==> config.mk <==
export PLATFORM = sky130hd
export DESIGN_NAME = pipe_ctrl_flat
export DESIGN_NICKNAME = d
export VERILOG_FILES = /design/src/rtl/pipe_ctrl_pkg.sv /design/src/rtl/pipe_ctrl_if.sv /design/src/rtl/pipe_ctrl_hazard_cmp.sv /design/src/rtl/pipe_ctrl.sv /design/src/flat_wrapper.sv
export SDC_FILE = /design/constraint.sdc
export NUM_CORES = 1
export LEC_CHECK = 0
export BUFFER_PORTS_ARGS = -buffer_cell sky130_fd_sc_hd__buf_2
export CAP_MARGIN = 20
export CORE_ASPECT_RATIO = 1.1
export CORE_MARGIN = 2
export CORE_UTILIZATION = 45
export CTS_BUF_LIST = sky130_fd_sc_hd__clkbuf_4
export DETAILED_ROUTE_END_ITERATION = 7
export GPL_TIMING_DRIVEN = 0
export PLACE_DENSITY = 0.79
export SYNTH_ARGS = -nofsm -noshare
export SYNTH_HDL_FRONTEND = slang
export SYNTH_SLANG_ARGS = --single-unit
==> constraint.sdc <==
create_clock -name clk -period 2.68 [get_ports clk]
set_input_delay 0.536 -clock clk [delete_from_list [all_inputs] [get_ports clk]]
set_output_delay 0.536 -clock clk [all_outputs]
set_load 0.02 [all_outputs]
==> src/rtl/pipe_ctrl_pkg.sv <==
// Shared types for the pipeline sequencer: FSM state encoding and the per-cycle stall/flush bundle.
// Pure declarations, no logic.
package pipe_ctrl_pkg;

   typedef enum logic [1:0] {
      CTRL_RUN      = 2'd0,
      CTRL_MDU_WAIT = 2'd1,
      CTRL_LSU_WAIT = 2'd2,
      CTRL_TRAP     = 2'd3
   } ctrl_state_e;

   typedef struct packed {
      logic stall_if;
      logic stall_id;
      logic stall_ex;
      logic stall_mem;
      logic flush_id;
      logic flush_ex;
      logic flush_mem;
      logic mdu_start;
   } ctrl_t;

   localparam ctrl_t CTRL_IDLE = '0;

endpackage

==> src/rtl/pipe_ctrl_if.sv <==
// Hazard inputs from the pipeline and stall/flush/forward controls back to it.
// master = core datapath side, slave = pipe_ctrl.
interface pipe_ctrl_if #(
   parameter int RF_AW = 5,
   parameter int CNT_W = 32
);
   logic [RF_AW-1:0] id_rs1_addr;
   logic [RF_AW-1:0] id_rs2_addr;
   logic             id_rs1_rd;
   logic             id_rs2_rd;
   logic             id2ex_reg_wen;
   logic [RF_AW-1:0] id2ex_reg_waddr;
   logic             id2ex_mem_rd;
   logic             ex2mem_reg_wen;
   logic [RF_AW-1:0] ex2mem_reg_waddr;
   logic             ex2mem_ill_instr;
   logic             take_branch;
   logic             ex_mdu_instr;
   logic             mdu_done;
   logic             lsu_busy;
   logic             trap_ack;

   logic             op1_fwd_mem;
   logic             op1_fwd_wb;
   logic             op2_fwd_mem;
   logic             op2_fwd_wb;
   logic             stall_if;
   logic             stall_id;
   logic             stall_ex;
   logic             stall_mem;
   logic             flush_id;
   logic             flush_ex;
   logic             flush_mem;
   logic             mdu_start;
   logic             trap_req;
   logic [CNT_W-1:0] stall_cnt;
   logic [CNT_W-1:0] flush_cnt;

   modport master (
      output id_rs1_addr, id_rs2_addr, id_rs1_rd, id_rs2_rd,
             id2ex_reg_wen, id2ex_reg_waddr, id2ex_mem_rd,
             ex2mem_reg_wen, ex2mem_reg_waddr, ex2mem_ill_instr,
             take_branch, ex_mdu_instr, mdu_done, lsu_busy, trap_ack,
      input  op1_fwd_mem, op1_fwd_wb, op2_fwd_mem, op2_fwd_wb,
             stall_if, stall_id, stall_ex, stall_mem,
             flush_id, flush_ex, flush_mem, mdu_start, trap_req,
             stall_cnt, flush_cnt
   );

   modport slave (
      input  id_rs1_addr, id_rs2_addr, id_rs1_rd, id_rs2_rd,
             id2ex_reg_wen, id2ex_reg_waddr, id2ex_mem_rd,
             ex2mem_reg_wen, ex2mem_reg_waddr, ex2mem_ill_instr,
             take_branch, ex_mdu_instr, mdu_done, lsu_busy, trap_ack,
      output op1_fwd_mem, op1_fwd_wb, op2_fwd_mem, op2_fwd_wb,
             stall_if, stall_id, stall_ex, stall_mem,
             flush_id, flush_ex, flush_mem, mdu_start, trap_req,
             stall_cnt, flush_cnt
   );

endinterface

==> src/rtl/pipe_ctrl_hazard_cmp.sv <==
// Per-operand hazard comparator for the instruction in ID; purely combinational.
// EX-stage producer wins over MEM-stage producer; x0 never matches.
module pipe_ctrl_hazard_cmp #(
   parameter int RF_AW = 5
) (
   input  logic [RF_AW-1:0] rs_addr,
   input  logic             rs_rd,
   input  logic             ex_wen,
   input  logic [RF_AW-1:0] ex_waddr,
   input  logic             ex_mem_rd,
   input  logic             mem_wen,
   input  logic [RF_AW-1:0] mem_waddr,
   output logic             fwd_mem,
   output logic             fwd_wb,
   output logic             load_use
);
   logic rs_live;
   logic ex_hit;

   assign rs_live  = rs_rd && (rs_addr != '0);
   assign ex_hit   = rs_live && ex_wen && (ex_waddr == rs_addr);
   // A load in EX has no data yet: interlock instead of forwarding from MEM.
   assign fwd_mem  = ex_hit && !ex_mem_rd;
   assign load_use = ex_hit && ex_mem_rd;
   assign fwd_wb   = !fwd_mem && rs_live && mem_wen && (mem_waddr == rs_addr);

endmodule

==> src/rtl/pipe_ctrl.sv <==
// Pipeline sequencer: forward selects, stall/flush per stage, MDU/LSU/trap sequencing, perf counters.
// Stall/flush/forward are combinational on the current cycle; trap_req and counters are registered.
module pipe_ctrl
   import pipe_ctrl_pkg::*;
#(
   parameter int RF_AW = 5,
   parameter int CNT_W = 32
) (
   input logic        clk,
   input logic        rst,
   pipe_ctrl_if.slave pif
);
   logic             op1_fwd_mem, op1_fwd_wb, op1_lu;
   logic             op2_fwd_mem, op2_fwd_wb, op2_lu;
   logic             load_use;
   logic             stall_any;
   ctrl_state_e      state_q;
   logic             trap_q;
   logic [CNT_W-1:0] stall_cnt_q;
   logic [CNT_W-1:0] flush_cnt_q;
   ctrl_t            ctrl;

   pipe_ctrl_hazard_cmp #(.RF_AW(RF_AW)) u_rs1 (
      .rs_addr   (pif.id_rs1_addr),
      .rs_rd     (pif.id_rs1_rd),
      .ex_wen    (pif.id2ex_reg_wen),
      .ex_waddr  (pif.id2ex_reg_waddr),
      .ex_mem_rd (pif.id2ex_mem_rd),
      .mem_wen   (pif.ex2mem_reg_wen),
      .mem_waddr (pif.ex2mem_reg_waddr),
      .fwd_mem   (op1_fwd_mem),
      .fwd_wb    (op1_fwd_wb),
      .load_use  (op1_lu)
   );

   pipe_ctrl_hazard_cmp #(.RF_AW(RF_AW)) u_rs2 (
      .rs_addr   (pif.id_rs2_addr),
      .rs_rd     (pif.id_rs2_rd),
      .ex_wen    (pif.id2ex_reg_wen),
      .ex_waddr  (pif.id2ex_reg_waddr),
      .ex_mem_rd (pif.id2ex_mem_rd),
      .mem_wen   (pif.ex2mem_reg_wen),
      .mem_waddr (pif.ex2mem_reg_waddr),
      .fwd_mem   (op2_fwd_mem),
      .fwd_wb    (op2_fwd_wb),
      .load_use  (op2_lu)
   );

   assign load_use = op1_lu || op2_lu;

   always_comb begin
      ctrl = CTRL_IDLE;
      if (rst) begin
         ctrl.flush_id  = 1'b1;
         ctrl.flush_ex  = 1'b1;
         ctrl.flush_mem = 1'b1;
      end else begin
         case (state_q)
            CTRL_MDU_WAIT: begin
               // A slow LSU holds MEM; the bubble behind the MDU op must not overwrite it.
               ctrl.stall_mem = pif.lsu_busy;
               if (!pif.mdu_done) begin
                  ctrl.stall_if  = 1'b1;
                  ctrl.stall_id  = 1'b1;
                  ctrl.stall_ex  = 1'b1;
                  ctrl.flush_mem = !pif.lsu_busy;
               end
            end
            CTRL_TRAP: ctrl.stall_if = !pif.trap_ack;
            default: begin
               if (pif.ex2mem_ill_instr) begin
                  ctrl.flush_id  = 1'b1;
                  ctrl.flush_ex  = 1'b1;
                  ctrl.flush_mem = 1'b1;
               end else if (pif.lsu_busy) begin
                  ctrl.stall_if  = 1'b1;
                  ctrl.stall_id  = 1'b1;
                  ctrl.stall_ex  = 1'b1;
                  ctrl.stall_mem = 1'b1;
               end else if (pif.ex_mdu_instr) begin
                  ctrl.mdu_start = 1'b1;
                  ctrl.stall_if  = 1'b1;
                  ctrl.stall_id  = 1'b1;
                  ctrl.stall_ex  = 1'b1;
                  ctrl.flush_mem = 1'b1;
               end else if (pif.take_branch) begin
                  ctrl.flush_id = 1'b1;
                  ctrl.flush_ex = 1'b1;
               end else if (load_use) begin
                  ctrl.stall_if = 1'b1;
                  ctrl.stall_id = 1'b1;
                  ctrl.flush_ex = 1'b1;
               end
            end
         endcase
      end
   end

   assign stall_any = ctrl.stall_if || ctrl.stall_id || ctrl.stall_ex || ctrl.stall_mem;

   always_ff @(posedge clk) begin
      if (rst) begin
         state_q     <= CTRL_RUN;
         trap_q      <= 1'b0;
         stall_cnt_q <= '0;
         flush_cnt_q <= '0;
      end else begin
         case (state_q)
            CTRL_MDU_WAIT: if (pif.mdu_done) state_q <= CTRL_RUN;
            CTRL_TRAP: begin
               if (pif.trap_ack) begin
                  state_q <= CTRL_RUN;
                  trap_q  <= 1'b0;
               end
            end
            default: begin
               if (pif.ex2mem_ill_instr) begin
                  state_q <= CTRL_TRAP;
                  trap_q  <= 1'b1;
               end else if (pif.lsu_busy) begin
                  state_q <= CTRL_LSU_WAIT;
               end else if (pif.ex_mdu_instr) begin
                  state_q <= CTRL_MDU_WAIT;
               end else begin
                  state_q <= CTRL_RUN;
               end
            end
         endcase
         if (stall_any && (stall_cnt_q != '1)) stall_cnt_q <= stall_cnt_q + CNT_W'(1);
         if (ctrl.flush_id && (flush_cnt_q != '1)) flush_cnt_q <= flush_cnt_q + CNT_W'(1);
      end
   end

   assign pif.op1_fwd_mem = op1_fwd_mem && !rst;
   assign pif.op1_fwd_wb  = op1_fwd_wb && !rst;
   assign pif.op2_fwd_mem = op2_fwd_mem && !rst;
   assign pif.op2_fwd_wb  = op2_fwd_wb && !rst;
   assign pif.stall_if    = ctrl.stall_if;
   assign pif.stall_id    = ctrl.stall_id;
   assign pif.stall_ex    = ctrl.stall_ex;
   assign pif.stall_mem   = ctrl.stall_mem;
   assign pif.flush_id    = ctrl.flush_id;
   assign pif.flush_ex    = ctrl.flush_ex;
   assign pif.flush_mem   = ctrl.flush_mem;
   assign pif.mdu_start   = ctrl.mdu_start;
   assign pif.trap_req    = trap_q && !rst;
   assign pif.stall_cnt   = stall_cnt_q;
   assign pif.flush_cnt   = flush_cnt_q;

   a_no_branch_with_mdu: assert property (@(posedge clk) disable iff (rst)
      !(pif.take_branch && pif.ex_mdu_instr));

endmodule

==> src/flat_wrapper.sv <==
// flat-port wrapper written by rule: the top's interface ports become plain ports
module pipe_ctrl_flat import pipe_ctrl_pkg::*;
#(
   parameter int RF_AW = 5,
   parameter int CNT_W = 32
)
  (clk, rst, pif_id_rs1_addr, pif_id_rs2_addr, pif_id_rs1_rd, pif_id_rs2_rd, pif_id2ex_reg_wen, pif_id2ex_reg_waddr, pif_id2ex_mem_rd, pif_ex2mem_reg_wen, pif_ex2mem_reg_waddr, pif_ex2mem_ill_instr, pif_take_branch, pif_ex_mdu_instr, pif_mdu_done, pif_lsu_busy, pif_trap_ack, pif_op1_fwd_mem, pif_op1_fwd_wb, pif_op2_fwd_mem, pif_op2_fwd_wb, pif_stall_if, pif_stall_id, pif_stall_ex, pif_stall_mem, pif_flush_id, pif_flush_ex, pif_flush_mem, pif_mdu_start, pif_trap_req, pif_stall_cnt, pif_flush_cnt);
  pipe_ctrl_if #(.RF_AW(RF_AW), .CNT_W(CNT_W)) pif_i ();
  input logic clk;
  input logic rst;
  input wire logic [$bits(pif_i.id_rs1_addr)-1:0] pif_id_rs1_addr;
  input wire logic [$bits(pif_i.id_rs2_addr)-1:0] pif_id_rs2_addr;
  input wire logic [$bits(pif_i.id_rs1_rd)-1:0] pif_id_rs1_rd;
  input wire logic [$bits(pif_i.id_rs2_rd)-1:0] pif_id_rs2_rd;
  input wire logic [$bits(pif_i.id2ex_reg_wen)-1:0] pif_id2ex_reg_wen;
  input wire logic [$bits(pif_i.id2ex_reg_waddr)-1:0] pif_id2ex_reg_waddr;
  input wire logic [$bits(pif_i.id2ex_mem_rd)-1:0] pif_id2ex_mem_rd;
  input wire logic [$bits(pif_i.ex2mem_reg_wen)-1:0] pif_ex2mem_reg_wen;
  input wire logic [$bits(pif_i.ex2mem_reg_waddr)-1:0] pif_ex2mem_reg_waddr;
  input wire logic [$bits(pif_i.ex2mem_ill_instr)-1:0] pif_ex2mem_ill_instr;
  input wire logic [$bits(pif_i.take_branch)-1:0] pif_take_branch;
  input wire logic [$bits(pif_i.ex_mdu_instr)-1:0] pif_ex_mdu_instr;
  input wire logic [$bits(pif_i.mdu_done)-1:0] pif_mdu_done;
  input wire logic [$bits(pif_i.lsu_busy)-1:0] pif_lsu_busy;
  input wire logic [$bits(pif_i.trap_ack)-1:0] pif_trap_ack;
  output wire logic [$bits(pif_i.op1_fwd_mem)-1:0] pif_op1_fwd_mem;
  output wire logic [$bits(pif_i.op1_fwd_wb)-1:0] pif_op1_fwd_wb;
  output wire logic [$bits(pif_i.op2_fwd_mem)-1:0] pif_op2_fwd_mem;
  output wire logic [$bits(pif_i.op2_fwd_wb)-1:0] pif_op2_fwd_wb;
  output wire logic [$bits(pif_i.stall_if)-1:0] pif_stall_if;
  output wire logic [$bits(pif_i.stall_id)-1:0] pif_stall_id;
  output wire logic [$bits(pif_i.stall_ex)-1:0] pif_stall_ex;
  output wire logic [$bits(pif_i.stall_mem)-1:0] pif_stall_mem;
  output wire logic [$bits(pif_i.flush_id)-1:0] pif_flush_id;
  output wire logic [$bits(pif_i.flush_ex)-1:0] pif_flush_ex;
  output wire logic [$bits(pif_i.flush_mem)-1:0] pif_flush_mem;
  output wire logic [$bits(pif_i.mdu_start)-1:0] pif_mdu_start;
  output wire logic [$bits(pif_i.trap_req)-1:0] pif_trap_req;
  output wire logic [$bits(pif_i.stall_cnt)-1:0] pif_stall_cnt;
  output wire logic [$bits(pif_i.flush_cnt)-1:0] pif_flush_cnt;
  assign pif_i.id_rs1_addr = pif_id_rs1_addr;
  assign pif_i.id_rs2_addr = pif_id_rs2_addr;
  assign pif_i.id_rs1_rd = pif_id_rs1_rd;
  assign pif_i.id_rs2_rd = pif_id_rs2_rd;
  assign pif_i.id2ex_reg_wen = pif_id2ex_reg_wen;
  assign pif_i.id2ex_reg_waddr = pif_id2ex_reg_waddr;
  assign pif_i.id2ex_mem_rd = pif_id2ex_mem_rd;
  assign pif_i.ex2mem_reg_wen = pif_ex2mem_reg_wen;
  assign pif_i.ex2mem_reg_waddr = pif_ex2mem_reg_waddr;
  assign pif_i.ex2mem_ill_instr = pif_ex2mem_ill_instr;
  assign pif_i.take_branch = pif_take_branch;
  assign pif_i.ex_mdu_instr = pif_ex_mdu_instr;
  assign pif_i.mdu_done = pif_mdu_done;
  assign pif_i.lsu_busy = pif_lsu_busy;
  assign pif_i.trap_ack = pif_trap_ack;
  assign pif_op1_fwd_mem = pif_i.op1_fwd_mem;
  assign pif_op1_fwd_wb = pif_i.op1_fwd_wb;
  assign pif_op2_fwd_mem = pif_i.op2_fwd_mem;
  assign pif_op2_fwd_wb = pif_i.op2_fwd_wb;
  assign pif_stall_if = pif_i.stall_if;
  assign pif_stall_id = pif_i.stall_id;
  assign pif_stall_ex = pif_i.stall_ex;
  assign pif_stall_mem = pif_i.stall_mem;
  assign pif_flush_id = pif_i.flush_id;
  assign pif_flush_ex = pif_i.flush_ex;
  assign pif_flush_mem = pif_i.flush_mem;
  assign pif_mdu_start = pif_i.mdu_start;
  assign pif_trap_req = pif_i.trap_req;
  assign pif_stall_cnt = pif_i.stall_cnt;
  assign pif_flush_cnt = pif_i.flush_cnt;
  pipe_ctrl #(.RF_AW(RF_AW), .CNT_W(CNT_W)) u_core (.clk(clk), .rst(rst), .pif(pif_i));
endmodule
==> parameters.txt <==
Parameter                              Value

CTS
  Num Clock Sinks    67
  Clock slew at reported path FFs    90 ps
  Count of H-tree levels built during CTS    3
  Maximum clock path buffer count    2
  CTS tree    yes
  Clk Latency, worst-skew pair    390 ps
  Clock buffers created by TritonCTS    9
  CTS Root Buffer Type    sky130_fd_sc_hd__clkbuf_4

Timing
  Number of setup violations in the final report    0
  Worst-case setup margin in the final layout    44.3 ps
  Upper clock frequency limit    379 MHz
  Portion of the clock cycle consumed by the worst path in the final layout    98.3%
  Clock period minus worst slack    2640 ps
  Final clock skew    9.02 ps
  Transition at the pin with the smallest max-transition slack    742 ps
  Final Hold Violating Endpoints    0
  Relative max-transition margin    50.1%
  Count of final max-slew check failures    0
  Total negative slack    0 ps

Route
  Total wire length    9660 microns
  Initial DRC Count    127
  DR pass1 iterations    4
  DR DRC count    0
  Remaining antenna violation count    0
  Mean routed wirelength per cell    14.3 microns
  Routed via count divided by cell count    5.29
  Routed vias    3576

Synthesis
  Cells after Synth    442
  Synthesized net count    477
  Leading post-synthesis cells by cell area    sky130_fd_sc_hd__dfxtp_1 36%, sky130_fd_sc_hd__xor2_1 9.0%, sky130_fd_sc_hd__nor2_1 8.7%, sky130_fd_sc_hd__xnor2_1 8.5%, sky130_fd_sc_hd__nand3_1 3.5%
  Dominant register cell in the synthesized netlist    sky130_fd_sc_hd__dfxtp_1
  Sequential-to-total area share from yosys stat    36.2%
  Share of flip-flops with an asynchronous set or reset after synthesis    0%
  Netlist cell types    49
  Most common library cells after synthesis    86 x sky130_fd_sc_hd__nor2_1, 67 x sky130_fd_sc_hd__dfxtp_1, 38 x sky130_fd_sc_hd__xor2_1, 36 x sky130_fd_sc_hd__xnor2_1, 29 x sky130_fd_sc_hd__nand2_1
  Total of warnings raised by yosys    0
  Flip-flop and latch count after synthesis    67
  Cell taking the most area after synthesis    sky130_fd_sc_hd__dfxtp_1
  Area share of the largest cell type after synthesis    36.2%
  Cell area after technology mapping    3700 sq um
  Cell with the most instances after synthesis    sky130_fd_sc_hd__nor2_1
  Number of synthesized flops with an enable pin    0
  Synthesized area divided by synthesized cell count    8.37 sq um

Placed design
  Post-Place Cells    658
  DP HPWL    7310 microns
  GP Congestion    0.899
  Area post-placement    4380 sq um
  Pre-CTS setup slack    -137 ps
  Number of input and output port buffers inserted    108

Finish
  Area growth syn-to-layout    22.5%
  Diode insertion count for antenna repair    0
  Number of nets at the end of the flow    599
  Share of final-layout standard cells stronger than drive strength 1    27.1%
  Cell area after layout    4540 sq um
  Post-layout instance count excluding filler cells    676

GRT
  Via count of the first global-routing pass    3343
  Wire length of the first global-routing pass    15500 microns
  Remaining global-route overflow    0
  Antenna violations before repair    0
  Pin count of the biggest net entering global routing    11
  Total GRT Usage    21.0%

Die
  Area inside the core boundary    7960 sq um
  Number of top-level pins    110
  Die Span Y    99.1 microns
  Initial cell density of the core    46.5%
  Die width    90.5 microns
  Floorplan die area    8970 sq um
  Placement Rows    34

Min path
  Min-delay worst type    in -> reg
  Worst Hold Launch    pif_trap_ack
  Endpoint, Worst Hold    u_core.state_q[1]$_SDFFE_PP0P_
  Number of stages on the worst hold path    3

Worst setup path
  Crit Path Max Fanout    3
  Critical Setup Path Class    in -> out
  Crit path DAT    2100 ps
  Type of element capturing the critical path    output pin
  Reg2Reg Depth    9
  Reg-to-reg slack, setup    220 ps
  Required @ worst endpoint    2140 ps
  Reg-to-reg endpoint    u_core.pif.stall_cnt[16]$_SDFFE_PP0P_
  Crit path launch type    primary input
  Worst reg2reg startpoint    u_core.pif.stall_cnt[2]$_SDFFE_PP0P_

Power
  Ratio of total power to cell area    417 nW/um^2
  Worst vdd rail ir drop    0.281 mV
  Leak    1.88 nW

Run
  Maximum capacitance violations    0

Outcome
  Result of the run    finished clean
==> flip-flops by register name, indices dropped and copies added, names as in the netlist <==
| signal | cells |
|---|---|
| u_core.trap_q | 1 |
| u_core.pif.stall_cnt | 32 |
| u_core.pif.flush_cnt | 32 |
| u_core.state_q | 2 |
==> critical path: stages <==
cell and delay [ps]:
sky130_fd_sc_hd__buf_2 130, sky130_fd_sc_hd__or4_1 570, sky130_fd_sc_hd__o21ai_2 170, sky130_fd_sc_hd__nand4b_1 190
sky130_fd_sc_hd__nand2_1 90, sky130_fd_sc_hd__a31o_2 260, sky130_fd_sc_hd__buf_2 150
==> how the worst max path moves through the flow <==
stage          cells past startpoint  slack (ps)                                     to                from
3_5_place_dp                       9        -140  u_core.pif.stall_cnt[17]$_SDFFE_PP0P_  pif_id_rs1_addr[1]
4_1_cts                            7           7                           pif_flush_ex  pif_id_rs2_addr[0]
6_report                           7          40                           pif_flush_ex  pif_id_rs2_addr[0]
3_3_place_gp                       9        -190  u_core.pif.stall_cnt[17]$_SDFFE_PP0P_  pif_id_rs1_addr[1]
5_1_grt                            9         -20                           pif_stall_id  pif_id_rs2_addr[0]
2_1_floorplan                      8         170  u_core.pif.stall_cnt[17]$_SDFFE_PP0P_                 rst
==> cells in the final DEF (no fill, tap or decap), drive strengths merged, types with 2 or more instances in the layout <==
master and count:
a21oi 9, a31o 3, and3 11, and4 7, buf 121, clkbuf 17
clkinv 4, dfxtp 67, ha 2, inv 9, mux2 3, mux2i 3
nand2 29, nand2b 3, nand3 26, nand4 15, nand4b 4, nor2 86
nor2b 6, nor3 25, nor4 11, nor4b 7, o21ai 6, or3 6
or4 2, xnor2 36, xor2 38
==> through the flow <==
stage          util, %  hold slack (ps)  power, mW
3_3_place_gp      55.0              489       1.29
2_1_floorplan        -              469       1.21
6_report          57.0              454       1.89
3_5_place_dp      55.0              507       1.30
5_1_grt           57.0              444       1.98
4_1_cts           56.5              432       1.91
==> layout make-up <==
class	instances	area, sq um
tap	108	135
multi-input combinational	349	2250
fill	755	3420
clock inverter	5	45.0
clock buffer	10	75.1
timing repair buffer	111	563
buffer	17	93.8
inverter	9	33.8
sequential	67	1340
==> power by group <==
| group | internal (mW) | total, mW | switching, mW | leakage, nW |
|---|---|---|---|---|
| clock network | 0.279 | 0.613 | 0.335 | 0.0664 |
| logic | 0.0966 | 0.254 | 0.157 | 1.27 |
| registers | 1.01 | 1.03 | 0.0162 | 0.541 |
==> routing by layer <==
metal	part of all wire (%)	routed length, microns	up-vias	GRT usage (%)
met5	0	0	-	0
met4	2.0	191	0	6.75
met3	5.6	538	15	5.53
met2	49	4770	123	37.3
met1	43	4160	1669	24.6
li1	-	-	1769	-
==> logic make-up (layout without fill, tap and decap cells) <==
group                      Yosys count  in the layout  synth area share [%]
DFF                                 67             67                  36.2
buffers and inverters               26            152                  3.45
AOI/OAI and AO/OA                   24             24                  4.12
muxes                                6              6                  1.83
adders and majority gates            2              2                 0.676
and+or+nand+nor                    243            243                  36.2
xor gates and xnor gates            74             74                  17.5
==> timing repair <==
action                     CTS  global route
setup endpoints to repair    0            12
gates resized for setup      0             5
buffers inserted             0             3
hold buffers                 0             0
Power figures use the tool's default switching activity.
